### config.mk
export PLATFORM = sky130hd
export DESIGN_NAME = transmit_frame_sequencer
export DESIGN_NICKNAME = d
export VERILOG_FILES = /design/src/rtl/transmit_frame_sequencer.sv
export SDC_FILE = /design/constraint.sdc
export NUM_CORES = 1
export LEC_CHECK = 0
export BUFFER_PORTS_ARGS = -buffer_cell sky130_fd_sc_hd__buf_2
export CAP_MARGIN = 30
export CORE_ASPECT_RATIO = 0.7
export CORE_MARGIN = 4
export CORE_UTILIZATION = 56
export CTS_CLUSTER_SIZE = 40
export DETAILED_ROUTE_END_ITERATION = 10
export GPL_ROUTABILITY_DRIVEN = 1
export PLACE_DENSITY = 0.79
export SLEW_MARGIN = 25
export SYNTH_ARGS = -nofsm -noshare
export SYNTH_HDL_FRONTEND = slang
export SYNTH_SLANG_ARGS = --single-unit
### constraint.sdc
create_clock -name clk -period 2.6 [get_ports clk]
set_input_delay 0.26 -clock clk [delete_from_list [all_inputs] [get_ports clk]]
set_output_delay 0.26 -clock clk [all_outputs]
set_load 0.01 [all_outputs]
### src/rtl/transmit_frame_sequencer.sv
// Transmit frame sequencer: opens a packet toward the DMA, streams the sensor
// payload from an async-read RAM under sink_ready backpressure, hands off to the
// ok_rx/CRC trailer, waits for endofpacket, enforces an inter-frame gap and
// counts completed frames.
//
// state   | meaning
// --------+---------------------------------------------------------------
// IDLE    | waiting for start
// SOT     | one-cycle start-of-transfer pulse, address parked at 0
// READ    | payload phase, address advances on each accepted byte
// TRAILER | EoR pulse on entry, waiting for eop_in or the timeout
// GAP     | inter-frame idle time before start is accepted again
module transmit_frame_sequencer #(
    parameter int SENSORS_NUMBER   = 16,
    parameter int BYTES_PER_SENSOR = 4,
    parameter int ADDR_W           = 10,
    parameter int GAP_CYCLES       = 4,
    parameter int TIMEOUT          = 1023
) (
    input  logic              clk,
    input  logic              rst_n,
    input  logic              start,
    input  logic              sink_ready,
    input  logic              eop_in,
    output logic              SoT_to_DMA,
    output logic              rd_en_without_DMA_ready,
    output logic              rd_en,
    output logic [ADDR_W-1:0] mem_rd_addr,
    output logic              EoR_from_Mem,
    output logic              busy,
    output logic [15:0]       frame_cnt,
    output logic              start_dropped,
    output logic              timeout_err
);

    localparam int N      = SENSORS_NUMBER * BYTES_PER_SENSOR;
    localparam int WAIT_W = $clog2(TIMEOUT) + 1;
    localparam int GAP_W  = $clog2(GAP_CYCLES) + 1;

    localparam logic [ADDR_W-1:0] LAST_ADDR = ADDR_W'(N - 1);
    localparam logic [WAIT_W-1:0] WAIT_MAX  = WAIT_W'(TIMEOUT);
    localparam logic [GAP_W-1:0]  GAP_MAX   = GAP_W'(GAP_CYCLES);

    typedef enum logic [2:0] {
        S_IDLE    = 3'd0,
        S_SOT     = 3'd1,
        S_READ    = 3'd2,
        S_TRAILER = 3'd3,
        S_GAP     = 3'd4
    } state_t;

    state_t            state_q, state_d;
    logic [ADDR_W-1:0] addr_q, addr_d;
    logic [WAIT_W-1:0] wait_q, wait_d;
    logic [GAP_W-1:0]  gap_q, gap_d;
    logic [15:0]       fcnt_q, fcnt_d;
    logic              sd_q, sd_d;
    logic              terr_q, terr_d;

    // State and counter registers; reset drops any frame in flight without closing it.
    always_ff @(posedge clk or negedge rst_n) begin
        if (!rst_n) begin
            state_q <= S_IDLE;
            addr_q  <= '0;
            wait_q  <= '0;
            gap_q   <= '0;
            fcnt_q  <= '0;
            sd_q    <= 1'b0;
            terr_q  <= 1'b0;
        end else begin
            state_q <= state_d;
            addr_q  <= addr_d;
            wait_q  <= wait_d;
            gap_q   <= gap_d;
            fcnt_q  <= fcnt_d;
            sd_q    <= sd_d;
            terr_q  <= terr_d;
        end
    end

    // Next-state and counter update. The wait counter holds 1 in the first TRAILER
    // cycle, so reaching TIMEOUT means TIMEOUT TRAILER cycles have elapsed.
    always_comb begin
        state_d = state_q;
        addr_d  = addr_q;
        wait_d  = wait_q;
        gap_d   = gap_q;
        fcnt_d  = fcnt_q;
        sd_d    = sd_q | (start & (state_q != S_IDLE));
        terr_d  = terr_q;
        case (state_q)
            S_IDLE: begin
                addr_d = '0;
                if (start) state_d = S_SOT;
            end
            S_SOT: begin
                addr_d  = '0;
                state_d = S_READ;
            end
            S_READ: begin
                if (sink_ready) begin
                    if (addr_q == LAST_ADDR) begin
                        addr_d  = '0;
                        wait_d  = WAIT_W'(1);
                        state_d = S_TRAILER;
                    end else begin
                        addr_d = addr_q + ADDR_W'(1);
                    end
                end
            end
            S_TRAILER: begin
                if (eop_in) begin
                    fcnt_d = fcnt_q + 16'd1;
                    gap_d  = GAP_W'(1);
                    if (GAP_CYCLES == 0) state_d = S_IDLE;
                    else                 state_d = S_GAP;
                end else if (wait_q == WAIT_MAX) begin
                    terr_d  = 1'b1;
                    state_d = S_IDLE;
                end else begin
                    wait_d = wait_q + WAIT_W'(1);
                end
            end
            S_GAP: begin
                if (gap_q == GAP_MAX) state_d = S_IDLE;
                else                  gap_d   = gap_q + GAP_W'(1);
            end
            default: state_d = S_IDLE;
        endcase
    end

    // Outputs decode directly from registers; only rd_en follows sink_ready combinationally.
    always_comb begin
        SoT_to_DMA              = (state_q == S_SOT);
        rd_en_without_DMA_ready = (state_q == S_READ);
        rd_en                   = (state_q == S_READ) & sink_ready;
        mem_rd_addr             = addr_q;
        EoR_from_Mem            = (state_q == S_TRAILER) & (wait_q == WAIT_W'(1));
        busy                    = (state_q != S_IDLE);
        frame_cnt               = fcnt_q;
        start_dropped           = sd_q;
        timeout_err             = terr_q;
    end

endmodule

; Word-level counts from Yosys, hierarchy flattened
; Cells that the tools add are included.
[word_totals]
register_bits = 45
latchBits = 0
ram_bits = 0
rom_bits = 0
input_bits = 5
output_inout_bits = 33
elab_cells = 63
mem_count = 0
[op_classes]
add_sub_neg = 4
n_mul = 0
div = 0
magnitude_cmp = 0
eq_ne = 17
shift = 0
mux = 18
bitwise = 5
reduce_logical = 12
[op_table]
columns = cell, n
row1 = $mux W11, 4
row2 = $mux W3, 8
row3 = $pmux W11 S2, 1
row4 = $mux W10, 2
row5 = $pmux W10 S2, 1
row6 = $add A16 B1 Y16 const B, 1
row7 = $pmux W3 S5, 1
row8 = $ne A2 B2 Y1 const B, 7
row9 = $add A11 B1 Y11 const B, 1
row10 = $eq A11 B1 Y1 const B, 1
row11 = $eq A11 B10 Y1 const B, 1
row12 = $add A10 B1 Y10 const B, 1
row13 = $eq A10 B6 Y1 const B, 1
row14 = $reduce_and A5 Y1, 2
row15 = $eq A3 B2 Y1 const B, 2
row16 = $eq A3 B3 Y1 const B, 2
row17 = $pmux W3 S2, 1
row18 = $reduce_and A3 Y1, 2
row19 = $reduce_bool A2 Y1, 3
row20 = $reduce_and A2 Y1, 2
row21 = $add A3 B1 Y3 const B, 1
row22 = $and A1 B1 Y1, 3
row23 = $eq A3 B1 Y1 const B, 1
row24 = $logic_not A3 Y1, 1
row25 = other kinds (6), 6

; Depth between registers and ports, before layout
; Gate-level depths: netlist of the first run.
[logic_depth]
word_depth = 4
depth_mapped = 7
ltp_nobuf = 6

; Worst setup path after synthesis of the first run
; Ideal clock, no wire load.
[synth_path]
kind = register to register
start = register addr_q[6], in the netlist mem_rd_addr[6]
end = register wait_q[0]
setup_ps = 118
arrival_ps = 1869
required_ps = 2482
slack_ps = 613
stages_incl_launch_ff = 7
n_path_buf = 1
period_less_slack_ps = 1987
cell_sequence = dfrtp_1 or4_4 nor4_2 o22ai_1 or2_0 buf_2 a21o_1
[synth_between]
elab_chain_cells = 3
[synth_rtl]
columns = item, line_no
row1 = start: declaration, 53  ; logic [ADDR_W-1:0] addr_q, addr_d;
row2 = start signal: assignment, 72  ; addr_q <= addr_d;
row3 = $eq A10 B6 Y1, 102  ; if (addr_q == LAST_ADDR) begin
row4 = $ne A2 B1 Y1 (no source line), -
row5 = $reduce_and A5 Y1 (no source line), -
row6 = end signal: assignment, 73  ; wait_q <= wait_d;
row7 = end: declaration, 54  ; logic [WAIT_W-1:0] wait_q, wait_d;
; Every way passes these cells.
; A chain may end at the register's enable or synchronous reset.

; Final worst setup path of the first run
[layout_path]
start = register state_q[2]
end = output port EoR_from_Mem
[layout_between]
elab_chain_cells = 2
[layout_rtl]
columns = item, line_no
row1 = start: declaration, 52  ; state_t state_q, state_d;
row2 = start signal: assignment, 71  ; state_q <= state_d;
row3 = $eq A3 B2 Y1, 138  ; EoR_from_Mem = (state_q == S_TRAILER) & (wait_q == WAIT_W'(1));
row4 = $and A1 B1 Y1, 138
row5 = end: declaration, 29  ; output logic EoR_from_Mem,
; Every way passes these cells.

==> qor.csv, run 1 <==
stage,metric,value,unit
outcome,status,"complete, no violations",
placed_design,gp_congestion,0.8390,
floorplan,row_count,19,
clock_tree,ctsHtreeMaxLevel,2,
power,clkPwrFrac,0.209,
synth,ys.flop_type,dfrtp_1,
timing,hold_viol,0,
synth,synth_top_area_frac,0.4818,
global_routing,grt_max_degree,27,
synth,synth_area_leaders,"dfrtp_1 48%, nand3_1 4.1%, xnor2_1 3.7%, nand2_1 3.4%, ha_1 3.2%",
global_routing,antenna_found_initial,0,
power,p_leak,1.263,nW
clock_tree,numCtsBuffers,5,
min_path,hp-start,start,
worst_setup_path,cp_data_arrival_time,2.00,ns
timing,setup_tns,0,ns
min_path,hold_class,input pin to flop,
clock_tree,cts_sinks,45,
timing,rsz0062_at_grt,false,
layout,nets,292,
synth,syn-instance-count,241,
placed_design,portBuffers,37,
drt,drc,0,
worst_setup_path,r2r_slack,0.51,ns
synth,yosysSeqAreaShare,0.4818,
clock_tree,cts_resized,0,
clock_tree,clk_pin_slew_worst_paths,0.08,ns
power,peakVddDrop,479.0,uV
worst_setup_path,endpoint_kind,primary output,
floorplan,core-area,3970,um2
run,drv_cap,0,
worst_setup_path,cp-start-kind,flop,
timing,worstMarginPinSlew,0.7270,ns
clock_tree,postCtsHoldBufs,1,
placed_design,dp_cells,325,
timing,finalSetupViolCount,0,
layout,regArea,1126,um2
power,p_sw_frac,0.3730,
layout,fin_util,0.6770,
worst_setup_path,critPathKind,flop to primary output,
layout,layout-drive-gt1-share,0.2057,
synth,synth_most_common_cell,dfrtp_1,
synth,yosys_warnings,0,
power,sequentialPowerShare,0.476,
power,power_switching,0.7389,mW
global_routing,grtUsageTotal,0.2025,
layout,num-fill-cells,320,
clock_tree,cts_buffer_depth,2,
synth,synth_area_per_cell,9.698,um2
synth,syn_area,2337,um2
drt,drtIter0Drc,173,
worst_setup_path,r2r_end,wait_q[8]$_DFFE_PN0P_,
synth,synth_cell_types,46,
synth,synth_commonest_cells,"45 x dfrtp_1, 21 x nand2_1, 20 x nor2_1",
clock_tree,root_buffer,clkbuf_8,
drt,wl,4963,um
timing,fin_crit,2.263,ns
layout,diodes,0,
worst_setup_path,timing.rr.start,mem_rd_addr[6]$_DFFE_PN0P_,
timing,fin_ws,0.3371,ns
layout,stdcell_count,334,
synth,async_reset_ff_frac,1.000,
drt,viasPerCell,5.835,
floorplan,io-pin-count,38,
power,pwr-share-comb,0.315,
synth,ys_ff_latch,45,
layout,multi_input_comb_area,1137,um2
timing,finClkSkew,0.007905,ns
clock_tree,postCtsSetupBuffers,0,
drt,vias,1949,
worst_setup_path,crit_fanout,16,
drt,ant_nets,0,
power,powerDensity,737.1,nW/um2
timing,fmax,441.9,MHz
synth,syn_nets,252,
clock_tree,clk_latency,0.30,ns
placed_design,dp_hpwl,3717,um
timing,slew_headroom,0.5116,
timing,slew_viol_final,0,
power,p_int,1.242,mW
placed_design,dp_slack,0.5446,ns
layout,syn2layout_area_growth,14.99,%
timing,min_period_over_period,0.8704,
min_path,min_to,start_dropped$_DFF_PN0_,
synth,post-synth-top-area-cell,dfrtp_1,
drt,dr.pass1.iters,4,
floorplan,initial_utilization,0.5887,
min_path,hold_depth,2,
global_routing,grt_overflow,0,
floorplan,die-area,5288,um2
floorplan,fp.dieH,62.05,um
global_routing,grt_pass1_vias,1704,
worst_setup_path,crit_required,2.34,ns
worst_setup_path,worst-r2r-cell-count,5,
synth,synth_enable_flop_cells,0,
drt,wl_per_cell,14.86,um
timing,hold_ws,0.1813,ns
floorplan,die-width,85.22,um
global_routing,grt_pass1_wl,8293,um
clock_tree,cts_tree,built,
[layer usage]
layer	vias to the layer above	wire, um	GRT usage
li1	946	-	-
met1	916	2441	0.2964
met2	77	2038	0.2887
met3	10	386	0.05402
met4	0	96	0.07901
met5	-	0	0
[final cells by class]
type,count,share of cell area
Multi-Input combinational cell,177,0.4232
Sequential cell,45,0.4190
Timing Repair Buffer,42,0.08845
Clock buffer,7,0.02840
Tap cell,52,0.02421
Inverter,10,0.01397
Clock inverter,1,0.002793
[logic make-up (layout without fill, tap and decap cells)]
group	Yosys count	after routing	synth area share
compound gates	52	52	0.1531
xor+xnor	15	15	0.05621
flops	45	45	0.4818
buf+inv	19	60	0.03158
simple gates	101	101	0.2323
mux	3	3	0.01285
fa+ha+maj	6	6	0.03212
[registers in the layout, summed over array words and instances, names as in the netlist]
name           flops
frame_cnt         16
wait_q            11
mem_rd_addr       10
gap_q              3
state_q            3
start_dropped      1
timeout_err        1
[critical path, stage by stage, from the launching register on]
cell      delay (ns)
dfrtp_1         0.51
nand3b_1        0.26
buf_4           0.23
nor2_1          0.09
nand4b_1        0.10
nor4_1          0.31
buf_2           0.21
[power by group through the flow]
stage	sequential (mW)	combinational, mW	clock (mW)
after global placement	0.947	0.601	0
final	0.943	0.625	0.413
after global routing	0.972	0.699	0.457
after detailed placement	0.954	0.620	0
after floorplan	0.908	0.453	0
after CTS	0.940	0.624	0.430
[cells in the final DEF (no fill, tap or decap), types with 6 or more instances in the layout]
master	instances
o31ai_2	6
o21ai_0	15
a31oi_1	7
nor2_1	20
dfrtp_1	45
buf_2	37
nand3_1	19
xnor2_1	10
inv_1	9
nand2_1	21
ha_1	6
o21ai_1	7
[per-stage QoR]
step                total power, mW  cell area [um2]
floorplan                     1.361             2337
global placement              1.548             2574
detailed placement            1.574             2594
CTS                           1.993             2688
global route                  2.128             2688
finish                        1.981             2688
[worst max-delay path by stage]
stage	from	to	depth (start not counted)
floorplan	mem_rd_addr[6]$_DFFE_PN0P_	wait_q[0]$_DFFE_PN0P_	6
global placement	mem_rd_addr[6]$_DFFE_PN0P_	wait_q[0]$_DFFE_PN0P_	6
CTS	state_q[2]$_DFFE_PN0P_	EoR_from_Mem	6
detailed placement	mem_rd_addr[6]$_DFFE_PN0P_	wait_q[8]$_DFFE_PN0P_	5
global route	state_q[2]$_DFFE_PN0P_	EoR_from_Mem	6
finish	state_q[2]$_DFFE_PN0P_	EoR_from_Mem	6
Note: power is estimated with default switching activity, not from simulation.
==> run 2, diff against run 1 <==
--- a/config.mk
+++ b/config.mk
@@ -14,6 +14,7 @@
 export DETAILED_ROUTE_END_ITERATION = 10
 export GPL_ROUTABILITY_DRIVEN = 1
 export PLACE_DENSITY = 0.79
+export REMOVE_ABC_BUFFERS = 1
 export SLEW_MARGIN = 25
 export SYNTH_ARGS = -nofsm -noshare
 export SYNTH_HDL_FRONTEND = slang
==> qor.csv, run 2 (synthesis results as in run 1) <==
stage,metric,value,unit
floorplan,row_count,19,
timing,slew_viol_final,0,
layout,layout-drive-gt1-share,0.2128,
layout,syn2layout_area_growth,16.22,%
power,fin_total_pwr,2.032,mW
power,power_switching,0.7361,mW
drt,wl,4845,um
power,p_leak,1.283,nW
global_routing,antenna_found_initial,0,
worst_setup_path,crit_required,2.34,ns
layout,nets,292,
power,clkPwrFrac,0.233,
outcome,status,"complete, no violations",
drt,drc,0,
global_routing,grt_use_met3,0.04480,
layout,num-fill-cells,313,
floorplan,io-pin-count,38,
placed_design,dp_hpwl,3570,um
drt,wl_per_cell,14.51,um
global_routing,grt_pass1_wl,8038,um
layout,diodes,0,
drt,drtIter0Drc,135,
worst_setup_path,cp_data_arrival_time,2.01,ns
clock_tree,ctsHtreeMaxLevel,2,
run,drv_cap,0,
clock_tree,cts_tree,built,
timing,fmax,441.2,MHz
drt,dr.pass1.iters,4,
timing,rsz0062_at_grt,false,
global_routing,grt_overflow,0,
timing,worstMarginPinSlew,0.6348,ns
floorplan,fp.dieH,62.05,um
power,p_sw_frac,0.3624,
timing,slew_headroom,0.5736,
drt,vias,1913,
placed_design,gp_congestion,0.8304,
clock_tree,cts_resized,0,
clock_tree,cts_sinks,45,
global_routing,gr-usage-met1,0.2785,
layout,largest_reg_flops,16,
floorplan,initial_utilization,0.5887,
timing,fin_crit,2.266,ns
power,peakVddDrop,469.5,uV
timing,finClkSkew,0.009262,ns
placed_design,portBuffers,37,
power,powerDensity,747.9,nW/um2
timing,setup_tns,0,ns
worst_setup_path,critPathKind,flop to primary output,
drt,ant_nets,0,
clock_tree,postCtsSetupBuffers,0,
worst_setup_path,crit_fanout,13,
drt,viasPerCell,5.728,
layout,final_cell_mix,"45 x dfrtp_1, 37 x buf_2, 21 x nand2_1",
clock_tree,cts_buffer_depth,2,
floorplan,core-area,3970,um2
timing,hold_viol,0,
floorplan,die-area,5288,um2
worst_setup_path,cp-start-kind,flop,
clock_tree,postCtsHoldBufs,1,
power,p_int,1.295,mW
power,sequentialPowerShare,0.464,
timing,hold_ws,0.1831,ns
timing,finalSetupViolCount,0,
power,pwr-share-comb,0.303,
clock_tree,clk_latency,0.29,ns
floorplan,die-width,85.22,um
global_routing,grt_max_degree,27,
clock_tree,clk_pin_slew_worst_paths,0.08,ns
global_routing,busiest_layer,met2,
worst_setup_path,endpoint_kind,primary output,
layout,layout_commonest_cell,dfrtp_1,
global_routing,grt_pass1_vias,1667,
clock_tree,numCtsBuffers,5,
min_path,hold_class,input pin to flop,
timing,min_period_over_period,0.8717,
global_routing,met2_usage,0.3075,
global_routing,grtUsageTotal,0.1992,
clock_tree,root_buffer,clkbuf_8,
-- run 2: cell types whose count changed in the layout (fill, tap and decap cells not counted) --
cell,previous run,this run
buf_12,1,0
clkbuf_1,2,0
inv_6,0,1
clkbuf_8,5,7
clkinvlp_4,1,0
buf_16,0,1
-- run 2: path summary, 6_finish.rpt --
path | startpoint | end | slack [ns] | depth (start not counted)
worst min register to register | frame_cnt[15]$_DFFE_PN0P_ | frame_cnt[15]$_DFFE_PN0P_ | 0.46 | 1
max in group asynchronous | rst_n | frame_cnt[9]$_DFFE_PN0P_ | 1.56 | 3
min in group asynchronous | rst_n | frame_cnt[0]$_DFFE_PN0P_ | 0.52 | 2
worst max-delay path | state_q[2]$_DFFE_PN0P_ | EoR_from_Mem | 0.33 | 5
worst min-delay path | start | start_dropped$_DFF_PN0_ | 0.18 | 2
worst max register to register | mem_rd_addr[6]$_DFFE_PN0P_ | wait_q[3]$_DFFE_PN0P_ | 0.50 | 6
-- run 2: critical path, stage by stage, from the launching register on --
cell and delay, ns:
dfrtp_1 0.51, nand3b_1 0.43, nor2_1 0.20, nand4b_1 0.11
nor4_1 0.26, buf_2 0.20
-- run 2: cell type report --
cell class / instances / area (um2) / area share
Timing Repair Buffer: 42 / 245.2 / 0.09028
Clock buffer: 7 / 96.34 / 0.03547
Sequential cell: 45 / 1126 / 0.4146
Inverter: 10 / 37.54 / 0.01382
Multi-Input combinational cell: 177 / 1137 / 0.4187
Tap cell: 52 / 65.06 / 0.02395
Clock inverter: 1 / 8.758 / 0.003224
-- run 2: per-stage QoR --
stage / area (um2) / instances / util / setup slack, ns
after floorplan: 2301 / 232 / - / 0.2474
after global placement: 2574 / 324 / 0.6483 / 0.6005
after detailed placement: 2601 / 325 / 0.6552 / 0.5305
after CTS: 2716 / 334 / 0.6842 / 0.3330
after global routing: 2716 / 334 / 0.6842 / 0.1275
final: 2716 / 334 / 0.6842 / 0.3336
-- run 2: metal layers --
layer / up-vias / share of wire / wire [um]
met2: 45 / 0.44 / 2108
met4: 0 / 0.013 / 65
met1: 910 / 0.50 / 2426
li1: 950 / - / -
met5: - / 0 / 0
met3: 8 / 0.050 / 244
-- run 2: power by group through the flow --
stage                     sequential (mW)  clock, mW  combinational (mW)
after floorplan                     0.935          0               0.407
final                               0.943      0.474               0.615
after CTS                           0.941      0.492               0.617
after global routing                0.963      0.523               0.690
after global placement              0.948          0               0.597
after detailed placement            0.953          0               0.612
